### config.mk
export PLATFORM = sky130hd
export DESIGN_NAME = encoder_param_ctrl
export DESIGN_NICKNAME = d
export VERILOG_FILES = /design/src/rtl/encoder_param_ctrl.sv
export SDC_FILE = /design/constraint.sdc
export NUM_CORES = 1
export LEC_CHECK = 0
export BUFFER_PORTS_ARGS = -buffer_cell sky130_fd_sc_hd__buf_2
export CELL_PAD_IN_SITES_DETAIL_PLACEMENT = 0
export CELL_PAD_IN_SITES_GLOBAL_PLACEMENT = 1
export CORE_UTILIZATION = 43
export CTS_CLUSTER_DIAMETER = 40
export DETAILED_ROUTE_END_ITERATION = 7
export MAX_ROUTING_LAYER = met4
export PLACE_DENSITY_LB_ADDON = 0.1
export SYNTH_ARGS = -nofsm -noshare
export SYNTH_HDL_FRONTEND = slang
export SYNTH_SLANG_ARGS = --single-unit
### constraint.sdc
create_clock -name clk -period 2.68 [get_ports clk]
set_input_delay 0.402 -clock clk [delete_from_list [all_inputs] [get_ports clk]]
set_output_delay 0.402 -clock clk [all_outputs]
set_load 0.01 [all_outputs]
### src/rtl/encoder_param_ctrl.sv
// Rotary-encoder menu controller: rotation browses a bank of parameter registers,
// a press opens an edit of the selected one, a second press commits it.
module encoder_param_ctrl #(
    parameter int N_PARAMS      = 4,
    parameter int VAL_W         = 8,
    parameter int VAL_MAX       = 255,
    parameter int INIT_VAL      = 0,
    parameter int WRAP          = 0,
    parameter int TIMEOUT_TICKS = 100000000
) (
    input  logic                          clk,
    input  logic                          rst,
    input  logic                          cw,
    input  logic                          ccw,
    input  logic                          prs,
    output logic [$clog2(N_PARAMS)-1:0]   sel,
    output logic                          edit,
    output logic [VAL_W-1:0]              cur_val,
    output logic [N_PARAMS*VAL_W-1:0]     params,
    output logic                          upd,
    output logic [$clog2(N_PARAMS)-1:0]   upd_idx,
    output logic [VAL_W-1:0]              upd_val
);

    localparam int SEL_W = $clog2(N_PARAMS);
    localparam int CNT_W = $clog2(TIMEOUT_TICKS);
    localparam logic [SEL_W-1:0] SEL_LAST = SEL_W'(N_PARAMS - 1);
    localparam logic [VAL_W-1:0] MAX_V    = VAL_W'(VAL_MAX);
    localparam logic [VAL_W-1:0] INIT_V   = VAL_W'(INIT_VAL);
    localparam logic [CNT_W-1:0] CNT_LAST = CNT_W'(TIMEOUT_TICKS - 1);

    typedef enum logic {
        BROWSE = 1'b0,
        EDIT   = 1'b1
    } state_t;

    state_t                          state_q, state_d;
    logic [SEL_W-1:0]                sel_q, sel_d;
    logic [VAL_W-1:0]                work_q, work_d;
    logic [N_PARAMS-1:0][VAL_W-1:0]  params_q, params_d;
    logic [CNT_W-1:0]                cnt_q, cnt_d;
    logic                            upd_q, upd_d;
    logic [SEL_W-1:0]                upd_idx_q, upd_idx_d;
    logic [VAL_W-1:0]                upd_val_q, upd_val_d;
    logic [VAL_W-1:0]                cur_val_q, cur_val_d;

    logic             step_up;
    logic             step_dn;
    logic [VAL_W-1:0] inc_val;
    logic [VAL_W-1:0] dec_val;

    // Opposing rotation in one cycle cancels; the saturate/wrap choice is fixed at elaboration.
    always_comb begin
        step_up = cw & ~ccw;
        step_dn = ccw & ~cw;
        inc_val = work_q + 1'b1;
        dec_val = work_q - 1'b1;
        if (work_q >= MAX_V) begin
            inc_val = (WRAP != 0) ? '0 : MAX_V;
        end
        if (work_q == '0) begin
            dec_val = (WRAP != 0) ? MAX_V : '0;
        end
    end

    always_comb begin
        state_d   = state_q;
        sel_d     = sel_q;
        work_d    = work_q;
        params_d  = params_q;
        cnt_d     = '0;
        upd_d     = 1'b0;
        upd_idx_d = upd_idx_q;
        upd_val_d = upd_val_q;

        case (state_q)
            BROWSE: begin
                if (prs) begin
                    state_d = EDIT;
                    work_d  = params_q[sel_q];
                end else if (step_up) begin
                    sel_d = (sel_q == SEL_LAST) ? '0 : sel_q + 1'b1;
                end else if (step_dn) begin
                    sel_d = (sel_q == '0) ? SEL_LAST : sel_q - 1'b1;
                end
            end
            EDIT: begin
                if (prs) begin
                    params_d[sel_q] = work_q;
                    upd_d           = 1'b1;
                    upd_idx_d       = sel_q;
                    upd_val_d       = work_q;
                    state_d         = BROWSE;
                end else if (cw || ccw) begin
                    if (step_up) begin
                        work_d = inc_val;
                    end else if (step_dn) begin
                        work_d = dec_val;
                    end
                end else if (cnt_q == CNT_LAST) begin
                    state_d = BROWSE;
                end else begin
                    cnt_d = cnt_q + 1'b1;
                end
            end
            default: begin
                state_d = BROWSE;
            end
        endcase

        // Registered so the displayed value tracks the state it will be shown with.
        cur_val_d = (state_d == EDIT) ? work_d : params_d[sel_d];
    end

    always_ff @(posedge clk) begin
        if (rst) begin
            state_q   <= BROWSE;
            sel_q     <= '0;
            work_q    <= INIT_V;
            params_q  <= {N_PARAMS{INIT_V}};
            cnt_q     <= '0;
            upd_q     <= 1'b0;
            upd_idx_q <= '0;
            upd_val_q <= '0;
            cur_val_q <= INIT_V;
        end else begin
            state_q   <= state_d;
            sel_q     <= sel_d;
            work_q    <= work_d;
            params_q  <= params_d;
            cnt_q     <= cnt_d;
            upd_q     <= upd_d;
            upd_idx_q <= upd_idx_d;
            upd_val_q <= upd_val_d;
            cur_val_q <= cur_val_d;
        end
    end

    assign sel     = sel_q;
    assign edit    = (state_q == EDIT);
    assign cur_val = cur_val_q;
    assign params  = params_q;
    assign upd     = upd_q;
    assign upd_idx = upd_idx_q;
    assign upd_val = upd_val_q;

endmodule

-- After elaboration in Yosys (flattened, before gate mapping)
Cells that the tools add are included.
- input bits: 5
- output and inout bits: 54
- logic and storage cells: 64
- bits in registers: 89
- reductions and logical operators: 7
- add/sub/neg operators: 5
- equality and inequality tests: 2
- mux-type cells: 29
- magnitude comparators: 4
- bitwise logic cells: 5
- operators with widths (kind ; count):
    two-way mux 8 bit ; 11
    two-way mux 32 bit ; 2
    binary-select mux 8 bit (select 2 bit) ; 2
    bitwise mux 32 bit ; 1
    adder 27 x 1 -> 27 bit, second input constant ; 1
    == test 27 bit, second input constant ; 1
    demux 8 bit (select 2 bit) ; 1
    case mux 8 bit (2 select lines) ; 1
    two-way mux 2 bit ; 6
    adder 8 x 1 -> 8 bit, second input constant ; 1
    greater-or-equal comparator 8 bit, second input constant ; 1
    zero test 8 bit ; 1
    subtractor 8 x 1 -> 8 bit, second input constant ; 1
    < comparator 2 x 3 -> 1 bit, second input constant ; 2
    OR reduction 5 bit ; 1
    two-way mux 1 bit ; 4
    inverter 1 bit ; 3
    adder 2 x 1 -> 2 bit, second input constant ; 1
    bitwise AND 1 bit ; 2
    == test 2 bit, second input constant ; 1
    greater-or-equal comparator 2 x 1 -> 1 bit, second input constant ; 1
    zero test 2 bit ; 1
    case mux 1 bit (2 select lines) ; 1
    AND reduction 2 bit ; 1
    other kinds (4) ; 4

-- Depth between registers and ports, before layout
- depth after elaboration: 10
- mapped depth: 11
- mapped depth without buffers: 8

-- Least setup slack after synthesis
No wires, ideal clock.
- kind: reg-to-reg
- start point: reg sel_q[1] (netlist: sel[1])
- end point: reg cur_val_q[3] (netlist: cur_val[3])
- arrival time: 2465 ps
- slack: 119 ps
- path buffers: 2
- clock period less this slack: 2561 ps
- cell stages (with the launch flop): 11
- cells stage by stage: dfxtp_1 -> clkbuf_1 -> inv_1 -> ha_1 -> o21a_1 -> o41ai_1 -> and2_1 -> buf_2 -> mux2i_2 -> nor2_1 -> o311ai_1
- longest elaborated chain between the ends: 10
- elaborated cells on any way between the ends: 25
- ends and longest elaborated chain (what ; RTL line ; source):
    start, declared ; 38 ; logic [SEL_W-1:0] sel_q, sel_d;
    start signal, assigned ; 128 ; sel_q <= sel_d;
    < comparator 2 x 3 -> 1 bit (implied by the code) or greater-or-equal comparator 2 x 1 -> 1 bit (tied branches) ; 89 ; params_d[sel_q] = work_q;
    logical AND 1 bit (implied by the code) ; 89 ;
    two-way mux 8 bit (implied by the code) ; 89 ;
    demux 8 bit (select 2 bit) ; 89 ;
    bitwise mux 32 bit ; 89 ;
    two-way mux 32 bit ; 88 ; if (prs) begin
    two-way mux 32 bit ; 76 ; case (state_q)
    binary-select mux 8 bit (select 2 bit) ; 112 ; cur_val_d = (state_d == EDIT) ? work_d : params_d[sel_d];
    two-way mux 8 bit (implied by the code) ; 112 ;
    two-way mux 8 bit * ; 112 ;
    end signal, assigned ; 135 ; cur_val_q <= cur_val_d;
    end, declared ; 45 ; logic [VAL_W-1:0] cur_val_q, cur_val_d;
Mark *: on every way between the ends. The rest lies on a longest branch, timed or not. The select of a mux whose other input is x is not followed.
A chain may end at the register's enable or synchronous reset.

-- Worst setup path after layout
- start point: reg work_q[0]
- end point: reg cur_val_q[0] (netlist: cur_val[0])
- longest elaborated chain between the ends: 8
- elaborated cells on any way between the ends: 18
- ends and longest elaborated chain (what ; RTL line ; source):
    start, declared ; 39 ; logic [VAL_W-1:0] work_q, work_d;
    start signal, assigned ; 129 ; work_q <= work_d;
    subtractor 8 x 1 -> 8 bit or zero test 8 bit (tied branches) ; 57, 61 ;
    two-way mux 8 bit ; 61 ; if (work_q == '0) begin
    two-way mux 8 bit ; 97 ; end else if (step_dn) begin
    two-way mux 8 bit ; 95 ; if (step_up) begin
    two-way mux 8 bit ; 94 ; end else if (cw || ccw) begin
    two-way mux 8 bit ; 88 ;
    case mux 8 bit (2 select lines) ; 76 ;
    two-way mux 8 bit * ; 112 ;
Marked as above.

==> flow_summary.ini <==
[global_route]
grt_max_degree = 52
antenna_found_initial = 0
grt_pass1_wl_microns = 22500
overflow = 0
first_global_vias = 4114
grtUsageTotal = 0.268

[die]
io_pins = 59
die_w_microns = 107
start_util = 0.450
dieArea_sq_um = 11400
die-height_microns = 107
core_sq_um = 10500
rows = 37

[synth]
synth_ff_type = dfxtp_1
ys_seq_area_frac = 0.378
netlist_area_sq_um = 4710
syn_inst = 576
synth-edff-count = 0
avgSynthCellArea_sq_um = 8.17
yosysUniqueCellTypes = 65
synthArstFlopShare = 0
syn-num-nets = 589
ys_seq_elements = 89
yosys_warnings = 0

[route]
vias_per_cell = 5.74
wire_per_inst_microns = 18.3
drt_wl_total_microns = 14200
drt-initial-drc-count = 317
drtAntennaViolNets = 0
drc_errors = 0
dr.pass1.iters = 5
vias = 4435

[setup_path]
start_kind = flip-flop
path_class = flip-flop to flip-flop
ff2ff_setup_slack_ns = 0.20
cp-end-kind = flip-flop
worst-path-max-fanout = 10
worstPathRequired_ns = 2.98
cp.arrival_ns = 2.77

[status]
status = complete, no violations

[clock_network]
cts_root_buf = clkbuf_8
cts_inserted_buffers = 9
ctsHoldBuffers = 0
post_cts_buffers = 0
htreeDepth = 3
cts_sinks = 89
clk_pin_slew_ns = 0.09
cts-resized-gates = 0
clk_path_buf_depth = 2
cts_tree = built
insertion_delay_ns = 0.37

[placed_design]
hpwl_microns = 9970
gp_congestion = 0.896
port_buffers = 58

[sta]
finalClockSkew_ns = 0.00695
tightest_slew_ns = 0.606
min_period_ns = 2.48
relSlewSlack = 0.596
setup_viol = 0
drv_slew = 0
rsz0062_at_grt = no
timing.final.crit_share = 0.924
tns_ns = 0
max_freq_mhz = 404
hold_violations = 0

[power_and_ir_drop]
pwr_density_cell_nw_per_um2 = 508
power.leakage_nw = 2.02
peakVddDrop_v = 0.000283
p_total_mw = 2.76

[cells_and_area]
seqCellArea_sq_um = 1780
area_growth_pct = 15.2
nFillCells = 1061
diodes = 0
multiInputGateArea_sq_um = 2720
drive_gt1_frac = 0.188
nets = 645

[run]
maxCapViolCount = 0

[min_path]
holdCritPathClass = flip-flop to flip-flop
placed cells by master, fill, tap and decap left out, types with 10 or more instances in the layout:
cell	instances
clkbuf_8	10
o221ai_1	12
xnor2_1	16
dfxtp_1	89
a21oi_1	59
and3_1	13
buf_4	26
buf_2	58
inv_1	11
o21ai_0	13
nand3_1	16
nor2_1	53
nand2_1	112
xor2_1	13
path summary, 6_finish.rpt:
| check | endpoint | start | cells after the start |
|---|---|---|---|
| max | cur_val[0] | work_q[0] | 7 |
| min | upd_val[0] | upd_val[0] | 2 |
| max reg2reg | cur_val[0] | work_q[0] | 7 |
| min reg2reg | upd_val[0] | upd_val[0] | 2 |
cells by family (layout without fill, tap and decap cells):
family / Yosys count / count (layout) / share of synthesized area
and+or+nand+nor: 258 / 258 / 0.265
AOI/OAI and AO/OA: 128 / 128 / 0.183
DFF: 89 / 89 / 0.378
muxes: 14 / 14 / 0.0518
adders and majority gates: 8 / 8 / 0.0213
xor gates and xnor gates: 29 / 29 / 0.0539
buffers and inverters: 50 / 111 / 0.0462
area by class of cell:
class,instances,area share
sequential,89,0.329
inverter,11,0.00761
tap,136,0.0314
clock buffer,10,0.0254
clock inverter,6,0.0166
multi-input combinational,437,0.501
timing repair buffer,84,0.0895
state kept, by name, summed over array words and instances, names as in the netlist:
register,cells
cnt_q,27
cur_val,8
edit,1
params,32
sel,2
upd,1
upd_idx,2
upd_val,8
work_q,8
cells in the mapped netlist, types with 8 or more instances:
| cell | n | share of area |
|---|---|---|
| nor2_1 | 53 | 0.042 |
| nand3_1 | 16 | 0.017 |
| o221ai_1 | 12 | 0.022 |
| nand2_1 | 112 | 0.089 |
| mux4_2 | 8 | 0.038 |
| buf_2 | 11 | 0.012 |
| xnor2_1 | 16 | 0.030 |
| dfxtp_1 | 89 | 0.38 |
| ha_1 | 8 | 0.021 |
| o21ai_0 | 13 | 0.014 |
| and3_1 | 13 | 0.017 |
| a21oi_1 | 59 | 0.063 |
| clkbuf_1 | 22 | 0.018 |
| inv_1 | 11 | 0.0088 |
| xor2_1 | 13 | 0.024 |
| or3_1 | 8 | 0.011 |
per-layer routing:
metal / GRT usage / up-vias / wire length [microns]
li1: - / 2152 / -
met1: 0.374 / 2108 / 6800
met2: 0.394 / 156 / 6290
met3: 0.0413 / 19 / 812
met4: 0.0920 / 0 / 263
met5: - / - / 0
metrics by stage:
step,setup slack [ns],area [sq um],hold WS [ns],cells,util
final,0.204,5420,0.455,773,0.518
after global routing,0.0267,5420,0.474,773,0.518
after CTS,0.227,5420,0.458,773,0.518
after detailed placement,0.250,5190,0.445,757,0.496
after global placement,0.367,5190,0.427,757,0.496
after floorplan,0.119,4710,0.418,576,-
power by group:
group          switching, mW  internal (mW)  total, mW
Sequential            0.0200           1.34       1.36
Combinational          0.198          0.123      0.321
Clock                  0.521          0.554       1.08
Total                  0.740           2.02       2.76
worst max-delay path, cell delays in order, from the launching register on:
cell and delay [ns]:
dfxtp_1 0.58, ha_1 0.34, nand4_1 0.17, or2_1 0.31
a211o_1 0.31, a41oi_1 0.34, or2b_1 0.27, o211ai_1 0.09
(Power assumes the default switching activity.)
